$ cat src/rtl/axi4_video_to_hv_timing_gen_if.sv
// AXI4-Stream video link: tdata carries {red, blue, green}, tuser marks
// start-of-frame and tlast marks end-of-line.
interface axi4_stream_if #(
  parameter int DATA_W = 30
);
  logic [DATA_W-1:0] tdata;
  logic              tvalid;
  logic              tready;
  logic              tuser;
  logic              tlast;

  modport master (output tdata, tvalid, tuser, tlast, input tready);
  modport slave  (input tdata, tvalid, tuser, tlast, output tready);
endinterface

$ cat src/rtl/axi4_video_to_hv_timing_gen.sv
// AXI4-Stream video to timed RGB/DE/HSYNC/VSYNC bus with its own timing generator.
// Optional build macro AXI4_HV_TEST_PATTERN_EN shows colour bars while unlocked.
module axi4_video_to_hv_timing_gen #(
  parameter int PX_WIDTH  = 10,
  parameter int OUT_WIDTH = 8,
  parameter int H_ACTIVE  = 1920,
  parameter int H_FP      = 88,
  parameter int H_SYNC    = 44,
  parameter int H_BP      = 148,
  parameter int V_ACTIVE  = 1080,
  parameter int V_FP      = 4,
  parameter int V_SYNC    = 5,
  parameter int V_BP      = 36,
  parameter int H_POL     = 1,
  parameter int V_POL     = 1
) (
  input  logic                 clk_i,
  input  logic                 rst_n_i,
  axi4_stream_if.slave         axi4_video_i,
  output logic [OUT_WIDTH-1:0] red_o,
  output logic [OUT_WIDTH-1:0] green_o,
  output logic [OUT_WIDTH-1:0] blue_o,
  output logic                 de_o,
  output logic                 h_sync_o,
  output logic                 v_sync_o,
  output logic                 locked_o,
  output logic                 underflow_o,
  output logic                 frame_err_o
);

  localparam int H_TOTAL = H_ACTIVE + H_FP + H_SYNC + H_BP;
  localparam int V_TOTAL = V_ACTIVE + V_FP + V_SYNC + V_BP;
  localparam int HW = $clog2(H_TOTAL);
  localparam int VW = $clog2(V_TOTAL);

  localparam logic [HW-1:0] H_LAST   = HW'(H_TOTAL - 1);
  localparam logic [HW-1:0] H_ACT    = HW'(H_ACTIVE);
  localparam logic [HW-1:0] H_EOL    = HW'(H_ACTIVE - 1);
  localparam logic [HW-1:0] H_SYNC_S = HW'(H_ACTIVE + H_FP);
  localparam logic [HW-1:0] H_SYNC_E = HW'(H_ACTIVE + H_FP + H_SYNC - 1);
  localparam logic [VW-1:0] V_LAST   = VW'(V_TOTAL - 1);
  localparam logic [VW-1:0] V_ACT    = VW'(V_ACTIVE);
  localparam logic [VW-1:0] V_SYNC_S = VW'(V_ACTIVE + V_FP);
  localparam logic [VW-1:0] V_SYNC_E = VW'(V_ACTIVE + V_FP + V_SYNC - 1);
  localparam logic HS_ON = 1'(H_POL);
  localparam logic VS_ON = 1'(V_POL);

  typedef enum logic [1:0] {WAIT_SOF, LOCKED, RESYNC} state_t;

  state_t         state_q, state_d;
  logic [HW-1:0]  h_cnt;
  logic [VW-1:0]  v_cnt;
  logic           active, sof_beat, at_align, at_origin, at_eol;
  logic           tready, take, uf_d, fe_d;
  logic [OUT_WIDTH-1:0] pix_r, pix_g, pix_b;
  logic           stream_unused;

  assign stream_unused = ^axi4_video_i.tdata;

  // Free-running raster counters; stream events never touch them.
  always_ff @(posedge clk_i or negedge rst_n_i) begin
    if (!rst_n_i) begin
      h_cnt <= '0;
      v_cnt <= '0;
    end else if (h_cnt == H_LAST) begin
      h_cnt <= '0;
      v_cnt <= (v_cnt == V_LAST) ? '0 : v_cnt + 1'b1;
    end else begin
      h_cnt <= h_cnt + 1'b1;
    end
  end

  assign active    = (h_cnt < H_ACT) && (v_cnt < V_ACT);
  assign sof_beat  = axi4_video_i.tvalid && axi4_video_i.tuser;
  assign at_align  = (h_cnt == H_LAST) && (v_cnt == V_LAST);
  assign at_origin = (h_cnt == '0) && (v_cnt == '0);
  assign at_eol    = (h_cnt == H_EOL);

  always_ff @(posedge clk_i or negedge rst_n_i) begin
    if (!rst_n_i) state_q <= WAIT_SOF;
    else          state_q <= state_d;
  end

  // Unlocked states drain non-SOF beats and hold the SOF beat until the
  // raster reaches the last clock of the frame.
  always_comb begin
    state_d = state_q;
    tready  = 1'b1;
    take    = 1'b0;
    uf_d    = 1'b0;
    fe_d    = 1'b0;
    case (state_q)
      WAIT_SOF: begin
        tready = !sof_beat;
        if (sof_beat && at_align) state_d = LOCKED;
      end
      LOCKED: begin
        tready = active;
        if (active) begin
          if (!axi4_video_i.tvalid) begin
            uf_d    = 1'b1;
            state_d = RESYNC;
          end else begin
            take = 1'b1;
            if ((axi4_video_i.tuser && !at_origin) || (axi4_video_i.tlast != at_eol)) begin
              fe_d    = 1'b1;
              state_d = RESYNC;
            end
          end
        end
      end
      RESYNC: begin
        tready  = !sof_beat;
        state_d = WAIT_SOF;
      end
      default: state_d = WAIT_SOF;
    endcase
  end

  assign axi4_video_i.tready = tready;

`ifdef AXI4_HV_TEST_PATTERN_EN
  logic [2:0] bar;
  always_comb bar = 3'((int'(h_cnt) * 8) / H_ACTIVE);
`endif

  always_comb begin
    pix_r = '0;
    pix_g = '0;
    pix_b = '0;
    if (take) begin
      pix_r = axi4_video_i.tdata[3*PX_WIDTH-1 -: OUT_WIDTH];
      pix_b = axi4_video_i.tdata[2*PX_WIDTH-1 -: OUT_WIDTH];
      pix_g = axi4_video_i.tdata[PX_WIDTH-1 -: OUT_WIDTH];
    end
`ifdef AXI4_HV_TEST_PATTERN_EN
    else if (state_q != LOCKED && active) begin
      pix_r = {OUT_WIDTH{~bar[1]}};
      pix_g = {OUT_WIDTH{~bar[2]}};
      pix_b = {OUT_WIDTH{~bar[0]}};
    end
`endif
  end

  always_ff @(posedge clk_i or negedge rst_n_i) begin
    if (!rst_n_i) begin
      red_o       <= '0;
      green_o     <= '0;
      blue_o      <= '0;
      de_o        <= 1'b0;
      h_sync_o    <= !HS_ON;
      v_sync_o    <= !VS_ON;
      locked_o    <= 1'b0;
      underflow_o <= 1'b0;
      frame_err_o <= 1'b0;
    end else begin
      red_o       <= pix_r;
      green_o     <= pix_g;
      blue_o      <= pix_b;
      de_o        <= active;
      h_sync_o    <= (h_cnt >= H_SYNC_S && h_cnt <= H_SYNC_E) ? HS_ON : !HS_ON;
      v_sync_o    <= (v_cnt >= V_SYNC_S && v_cnt <= V_SYNC_E) ? VS_ON : !VS_ON;
      locked_o    <= (state_q == LOCKED);
      underflow_o <= uf_d;
      frame_err_o <= fe_d;
    end
  end

endmodule

$ cat src/flat_wrapper.sv
// flat-port wrapper written by rule: the top's interface ports become plain ports
module axi4_video_to_hv_timing_gen_flat 
#(
  parameter int PX_WIDTH  = 10,
  parameter int OUT_WIDTH = 8,
  parameter int H_ACTIVE  = 1920,
  parameter int H_FP      = 88,
  parameter int H_SYNC    = 44,
  parameter int H_BP      = 148,
  parameter int V_ACTIVE  = 1080,
  parameter int V_FP      = 4,
  parameter int V_SYNC    = 5,
  parameter int V_BP      = 36,
  parameter int H_POL     = 1,
  parameter int V_POL     = 1
)
  (clk_i, rst_n_i, red_o, green_o, blue_o, de_o, h_sync_o, v_sync_o, locked_o, underflow_o, frame_err_o, axi4_video_i_tdata, axi4_video_i_tvalid, axi4_video_i_tuser, axi4_video_i_tlast, axi4_video_i_tready);
  axi4_stream_if #(.DATA_W(30)) axi4_video_i_i ();
  input  logic clk_i;
  input  logic rst_n_i;
  output logic [OUT_WIDTH-1:0] red_o;
  output logic [OUT_WIDTH-1:0] green_o;
  output logic [OUT_WIDTH-1:0] blue_o;
  output logic de_o;
  output logic h_sync_o;
  output logic v_sync_o;
  output logic locked_o;
  output logic underflow_o;
  output logic frame_err_o;
  input wire logic [$bits(axi4_video_i_i.tdata)-1:0] axi4_video_i_tdata;
  input wire logic [$bits(axi4_video_i_i.tvalid)-1:0] axi4_video_i_tvalid;
  input wire logic [$bits(axi4_video_i_i.tuser)-1:0] axi4_video_i_tuser;
  input wire logic [$bits(axi4_video_i_i.tlast)-1:0] axi4_video_i_tlast;
  output wire logic [$bits(axi4_video_i_i.tready)-1:0] axi4_video_i_tready;
  assign axi4_video_i_i.tdata = axi4_video_i_tdata;
  assign axi4_video_i_i.tvalid = axi4_video_i_tvalid;
  assign axi4_video_i_i.tuser = axi4_video_i_tuser;
  assign axi4_video_i_i.tlast = axi4_video_i_tlast;
  assign axi4_video_i_tready = axi4_video_i_i.tready;
  axi4_video_to_hv_timing_gen #(.PX_WIDTH(PX_WIDTH), .OUT_WIDTH(OUT_WIDTH), .H_ACTIVE(H_ACTIVE), .H_FP(H_FP), .H_SYNC(H_SYNC), .H_BP(H_BP), .V_ACTIVE(V_ACTIVE), .V_FP(V_FP), .V_SYNC(V_SYNC), .V_BP(V_BP), .H_POL(H_POL), .V_POL(V_POL)) u_core (.clk_i(clk_i), .rst_n_i(rst_n_i), .axi4_video_i(axi4_video_i_i), .red_o(red_o), .green_o(green_o), .blue_o(blue_o), .de_o(de_o), .h_sync_o(h_sync_o), .v_sync_o(v_sync_o), .locked_o(locked_o), .underflow_o(underflow_o), .frame_err_o(frame_err_o));
endmodule
$ cat config.mk
export PLATFORM = sky130hd
export DESIGN_NAME = axi4_video_to_hv_timing_gen_flat
export DESIGN_NICKNAME = d
export VERILOG_FILES = /design/src/rtl/axi4_video_to_hv_timing_gen_if.sv /design/src/rtl/axi4_video_to_hv_timing_gen.sv /design/src/flat_wrapper.sv
export SDC_FILE = /design/constraint.sdc
export NUM_CORES = 1
export LEC_CHECK = 0
export ABC_AREA = 1
export CELL_PAD_IN_SITES_DETAIL_PLACEMENT = 0
export CELL_PAD_IN_SITES_GLOBAL_PLACEMENT = 1
export CORE_UTILIZATION = 32
export CTS_CLUSTER_SIZE = 10
export DETAILED_ROUTE_END_ITERATION = 12
export PLACE_DENSITY_LB_ADDON = 0.1
export SLEW_MARGIN = 10
export SYNTH_ARGS = -nofsm -noshare
export SYNTH_HDL_FRONTEND = slang
export SYNTH_SLANG_ARGS = --single-unit
$ cat constraint.sdc
create_clock -name clk_i -period 1.54 [get_ports clk_i]
set_clock_uncertainty 0.2 [all_clocks]
set_input_delay 0.231 -clock clk_i [delete_from_list [all_inputs] [get_ports clk_i]]
set_output_delay 0.231 -clock clk_i [all_outputs]
set_load 0.01 [all_outputs]
; ---- Word level (Yosys, flattened, before mapping)
; Cells that the tools add are included.
[op_classes]
addsub = 2
n_lt_le_gt_ge = 6
n_eq_ne = 9
mux = 23
n_reduce_logical = 16
[op_table]
columns = operator, n
row1 = 8-bit 2-to-1 mux, 3
row2 = "12-bit by 1-bit adder with 12-bit output, second input constant", 1
row3 = "12-bit by 11-bit equality test with 1-bit output, second input constant", 1
row4 = "12-bit equality test, second input constant", 1
row5 = "12-bit by 11-bit >= comparator with 1-bit output, second input constant", 1
row6 = "12-bit less-or-equal comparator, second input constant", 1
row7 = 12-bit zero test, 1
row8 = "12-bit by 11-bit < comparator with 1-bit output, second input constant", 1
row9 = 1-bit 2-to-1 mux, 12
row10 = 12-bit 2-to-1 mux, 1
row11 = "11-bit by 1-bit adder with 11-bit output, second input constant", 1
row12 = "11-bit equality test, second input constant", 1
row13 = "11-bit >= comparator, second input constant", 1
row14 = "11-bit less-or-equal comparator, second input constant", 1
row15 = 11-bit zero test, 1
row16 = "11-bit < comparator, second input constant", 1
row17 = 11-bit 2-to-1 mux, 1
row18 = 1-bit logical AND, 8
row19 = 2-bit 2-to-1 mux, 4
row20 = "2-bit by 1-bit != test with 1-bit output, second input constant", 2
row21 = 2-bit one-hot mux with 2 select lines, 1
row22 = "3-bit by 2-bit != test with 1-bit output, second input constant", 1
row23 = 3-bit AND reduction, 1
row24 = "2-bit by 1-bit equality test with 1-bit output, second input constant", 1
row25 = 7 further kinds, 8
[totals]
register_bits = 55
input_bits = 35

; ---- Logic depth before layout (Yosys ltp)
[depth]
word_depth = 9
mapped_depth = 10
mapped_depth_nobuf = 10

; ---- Least setup slack after synthesis
; OpenSTA, ideal clock, no wires.
[synth_timing]
path_type = reg-to-reg
from = register u_core.v_cnt[0]
to = register u_core.state_q[1]
setup_time_ns = 0.071
t_arrival_ns = 1.396
required_time_ns = 1.269
setup_slack_ns = -0.128
path_stages_with_launch = 11
n_path_buf = 0
period_less_slack_ns = 1.668
cell_sequence = dfrtp_1 > inv_1 > ha_1 > nand2_1 > nor2_1 > nand3_1 > nor2_4 > nand2_1 > nand2_1 > nand3_1 > nor2_1
[synth_via]
elab_chain_cells = 7
[synth_rtl]
columns = item, line
row1 = start: declaration, axi4_video_to_hv_timing_gen.sv:52  ; logic [VW-1:0] v_cnt;
row2 = start signal: assignment, axi4_video_to_hv_timing_gen.sv:67  ; v_cnt <= (v_cnt == V_LAST) ? '0 : v_cnt + 1'b1;
row3 = "parallel branches: the longest is 6 deep, another holds 11-bit < comparator", --
row4 = 3-bit AND reduction (no line) (*), --
row5 = end signal: assignment, axi4_video_to_hv_timing_gen.sv:81  ; else state_q <= state_d;
row6 = end: declaration, axi4_video_to_hv_timing_gen.sv:50  ; state_t state_q, state_d;
; Every way passes the cells marked *.
; A chain may end at the register's enable or synchronous reset.

; ---- Worst setup path after layout
[layout_timing]
from = register u_core.v_cnt[8]
to = output port axi4_video_i_tready
[layout_via]
elab_chain_cells = 3
[layout_rtl]
columns = item, line
row1 = 11-bit < comparator, axi4_video_to_hv_timing_gen.sv:73  ; assign active = (h_cnt < H_ACT) && (v_cnt < V_ACT);
row2 = 1-bit logical AND, axi4_video_to_hv_timing_gen.sv:73
row3 = 1-bit one-hot mux with 2 select lines, axi4_video_to_hv_timing_gen.sv:92  ; case (state_q)
row4 = end: declaration, flat_wrapper.sv:34  ; output wire logic [$bits(axi4_video_i_i.tready)-1:0] axi4_video_i_tready;
; No other way between the ends.

==> out/metrics.csv <==
stage,metric,value,unit
status,status,"complete, but fails checks",
status,violations,negative setup slack,
drt,firstDrtPassIters,4,
timing,tightest_slew,0.308,ns
critical_path,cp_max_fo,3,
global_route,grt_pass1_vias,2511,
timing,finalCritPeriodShare,121,%
synthesis,synthCells,318,
synthesis,syn_nets,358,
synthesis,avgSynthCellArea,8.26,µm²
worst_hold_path,holdCritPathClass,input pin to flop,
synthesis,synth_top_flop_cell,dfrtp_1,
cells_and_area,drive_gt1_share,41.1,%
timing,finalMaxSlewViolations,0,
critical_path,cp_slowest_cell,dfrtp_2,
timing,hold_ws,0.218,ns
synthesis,seq_area_frac_synth,52.4,%
die,die_x,92.6,µm
job,max_cap_violations,0,
cells_and_area,diodes,0,
critical_path,critPathCaptureType,output pin,
critical_path,path_cells,"nor3_4, nand3b_1, nand3_2, a22oi_2, buf_2",
timing,setup_viol,48,
place,finalWeightedCongestion,0.866,
drt,ant_nets,0,
global_route,antenna_found_initial,0,
synthesis,yosys_register_bits,55,
synthesis,synth_edf_count,0,
cells_and_area,multi_input_area,0.00128,mm²
die,initial_core_util,33.5,%
timing,max_freq,535,MHz
clocking,cts-buffers-inserted,5,
critical_path,critical_path_class,flop to output pin,
timing,rsz0062_at_grt,true,
cells_and_area,nets,513,
die,rows,32,
clocking,clkSlewWorstSetupHoldPaths,0.11,ns
place,portBuffers,59,
synthesis,yosys.area.top_type_share,52.4,%
drt,drt_first_iter_violations,70,
die,io_pins,66,
cells_and_area,nFillCells,748,
drt,wl_per_cell,12.4,µm
clocking,insertion_delay,0.32,ns
clocking,cts_tree,built,
global_route,grt_max_degree,56,
power,power,2.96,mW
critical_path,crit_family,flip-flops,
clocking,clockBufferDepth,2,
drt,via_count,2478,
global_route,grt_overflow,0,
drt,drt_wl_total,7120,µm
place,dpl.hpwl,4870,µm
global_route,grt_pass1_wl,11900,µm
synthesis,ys_warn_count,0,
timing,relSlewSlack,79.4,%
synthesis,synth_async_sr_flop_share,100,%
synthesis,synthTopCellsByArea,"dfrtp_1 (52%), inv_1 (9.3%), nor2_1 (9.3%), nand2_1 (6.0%), nand3_1 (4.4%)",
clocking,htreeDepth,2,
synthesis,yosysTopAreaCell,dfrtp_1,
clocking,numClockSinks,55,
critical_path,worstPathRequired,1.11,ns
timing,min_period,1.87,ns
die,fp.dieArea,0.00858,mm²
die,core,0.00785,mm²
timing,fin_ws,-0.328,ns
drt,drc,0,
power,p_per_area,647,mW/mm²
timing,hold_viol_final,0,
cells_and_area,syn2layout_area_growth,73.7,%
global_route,grt.total_usage,17.9,%
critical_path,cp.arrival,1.44,ns
power,vdd_drop_max,336,µV
critical_path,rrSetupSlack,-0.32,ns
cells_and_area,seqCellArea,0.00138,mm²
critical_path,cp-start-kind,flop,
clocking,root_buffer,clkbuf_8,
drt,avgViaCountPerCell,4.30,
critical_path,worst-path-buf-inv,1,
die,die-height,92.6,µm
synthesis,ys_types,28,
synthesis,yosys-top-cells-count,"inv_1 (65), nor2_1 (65), dfrtp_1 (55)",
synthesis,syn_area,0.00263,mm²
power,leakage,2.39,nW
critical_path,max_stage_delay,0.46,ns
layer usage:
| layer | routed length (µm) | track usage [%] | vias to the layer above | share of wire, % |
|---|---|---|---|---|
| li1 | - | - | 1284 | - |
| met2 | 3500 | 29.0 | 52 | 49 |
| met4 | 80 | 5.64 | 0 | 1.1 |
| met1 | 3120 | 23.0 | 1136 | 44 |
| met3 | 424 | 5.50 | 6 | 6.0 |
| met5 | 0 | 0 | - | 0 |
worst paths after layout:
check,startpoint,endpoint,depth (start not counted)
hold reg to reg,u_core.h_cnt[8],u_core.h_cnt[9],3
min in group asynchronous,rst_n_i,u_core.v_cnt[0],3
setup / recovery,u_core.v_cnt[8],axi4_video_i_tready,5
max in group asynchronous,rst_n_i,u_core.v_cnt[8],3
hold / removal,axi4_video_i_tdata[14],u_core.blue_o[2],3
setup reg to reg,u_core.v_cnt[8],u_core.green_o[6],10
flip-flops by register name, indices dropped and copies added (netlist names):
register	flops
u_core.v_sync_o	1
u_core.locked_o	1
u_core.underflow_o	1
u_core.red_o	8
u_core.frame_err_o	1
u_core.h_sync_o	1
u_core.de_o	1
u_core.green_o	8
u_core.h_cnt	12
u_core.v_cnt	11
u_core.state_q	2
u_core.blue_o	8
power by group:
group / switching [mW] / total (mW) / internal [mW]
registers: 0.0249 / 1.56 / 1.54
logic: 0.221 / 0.481 / 0.260
clock network: 0.530 / 0.910 / 0.381
cell usage in the layout (no fill, tap or decap), types with 2 or more instances in the layout:
cell type,synthesis,routed
a21oi_1,7,4
a21oi_2,0,3
buf_12,0,3
buf_2,2,2
buf_4,0,70
buf_6,2,16
clkbuf_8,0,6
clkdlybuf4s50_1,0,27
dfrtp_1,55,49
dfrtp_2,0,6
dlygate4sd2_1,0,30
ha_1,5,3
ha_4,0,2
inv_1,65,58
inv_2,3,7
inv_4,0,3
nand2_1,42,29
nand2_2,2,11
nand2_4,1,5
nand3_1,23,13
nand3_2,1,9
nand3_4,1,3
nand4_1,6,6
nor2_1,65,40
nor2_2,0,22
nor2_4,2,5
nor3_1,6,2
nor3_2,4,2
nor3_4,1,7
o21ai_1,2,11
o21ai_2,0,5
xor2_1,2,2
tightest hold or removal path: cells and delay by family:
kind | cells | cell delay [ns]
buf+inv | 2 | 0.44
simple gates | 1 | 0.03
logic make-up after synthesis:
group | after synthesis | share of synthesized area, %
and+or+nand+nor | 157 | 28.2
DFF | 55 | 52.4
buffers and inverters | 72 | 11.0
xor gates and xnor gates | 3 | 1.00
AOI/OAI and AO/OA | 26 | 5.10
adders and majority gates | 5 | 2.38
stage by stage:
| stage | area (µm²) | util (%) | TNS, ns | instances | worst slack [ns] |
|---|---|---|---|---|---|
| floorplan | 2650 | - | -0.268 | 318 | -0.0547 |
| global placement | 3840 | 49.0 | -7.32 | 540 | -0.456 |
| detailed placement | 3840 | 49.0 | -8.77 | 540 | -0.466 |
| CTS | 4220 | 53.8 | -9.48 | 565 | -0.324 |
| global route | 4560 | 58.2 | -15.44 | 576 | -0.419 |
| finish | 4560 | 58.2 | -11.18 | 576 | -0.328 |
what timing repair did:
item                                   CTS  global route
pin swaps                               16            19
setup endpoints to repair               80            51
endpoints found under the hold margin   55             0
buffers inserted                        17            13
resized for setup                       85            70
gates cloned                             2             1
hold buffers                             1             0
area by class of cell:
type / instances / share of cell area, %
clock buffers: 6 / 1.81
clock inverters: 2 / 0.439
inverters: 68 / 5.76
multi-input cells: 191 / 28.1
flip-flops and latches: 55 / 30.3
well taps: 102 / 2.80
repair buffers: 152 / 30.8
No activity file was read; power rests on OpenSTA's default activity.
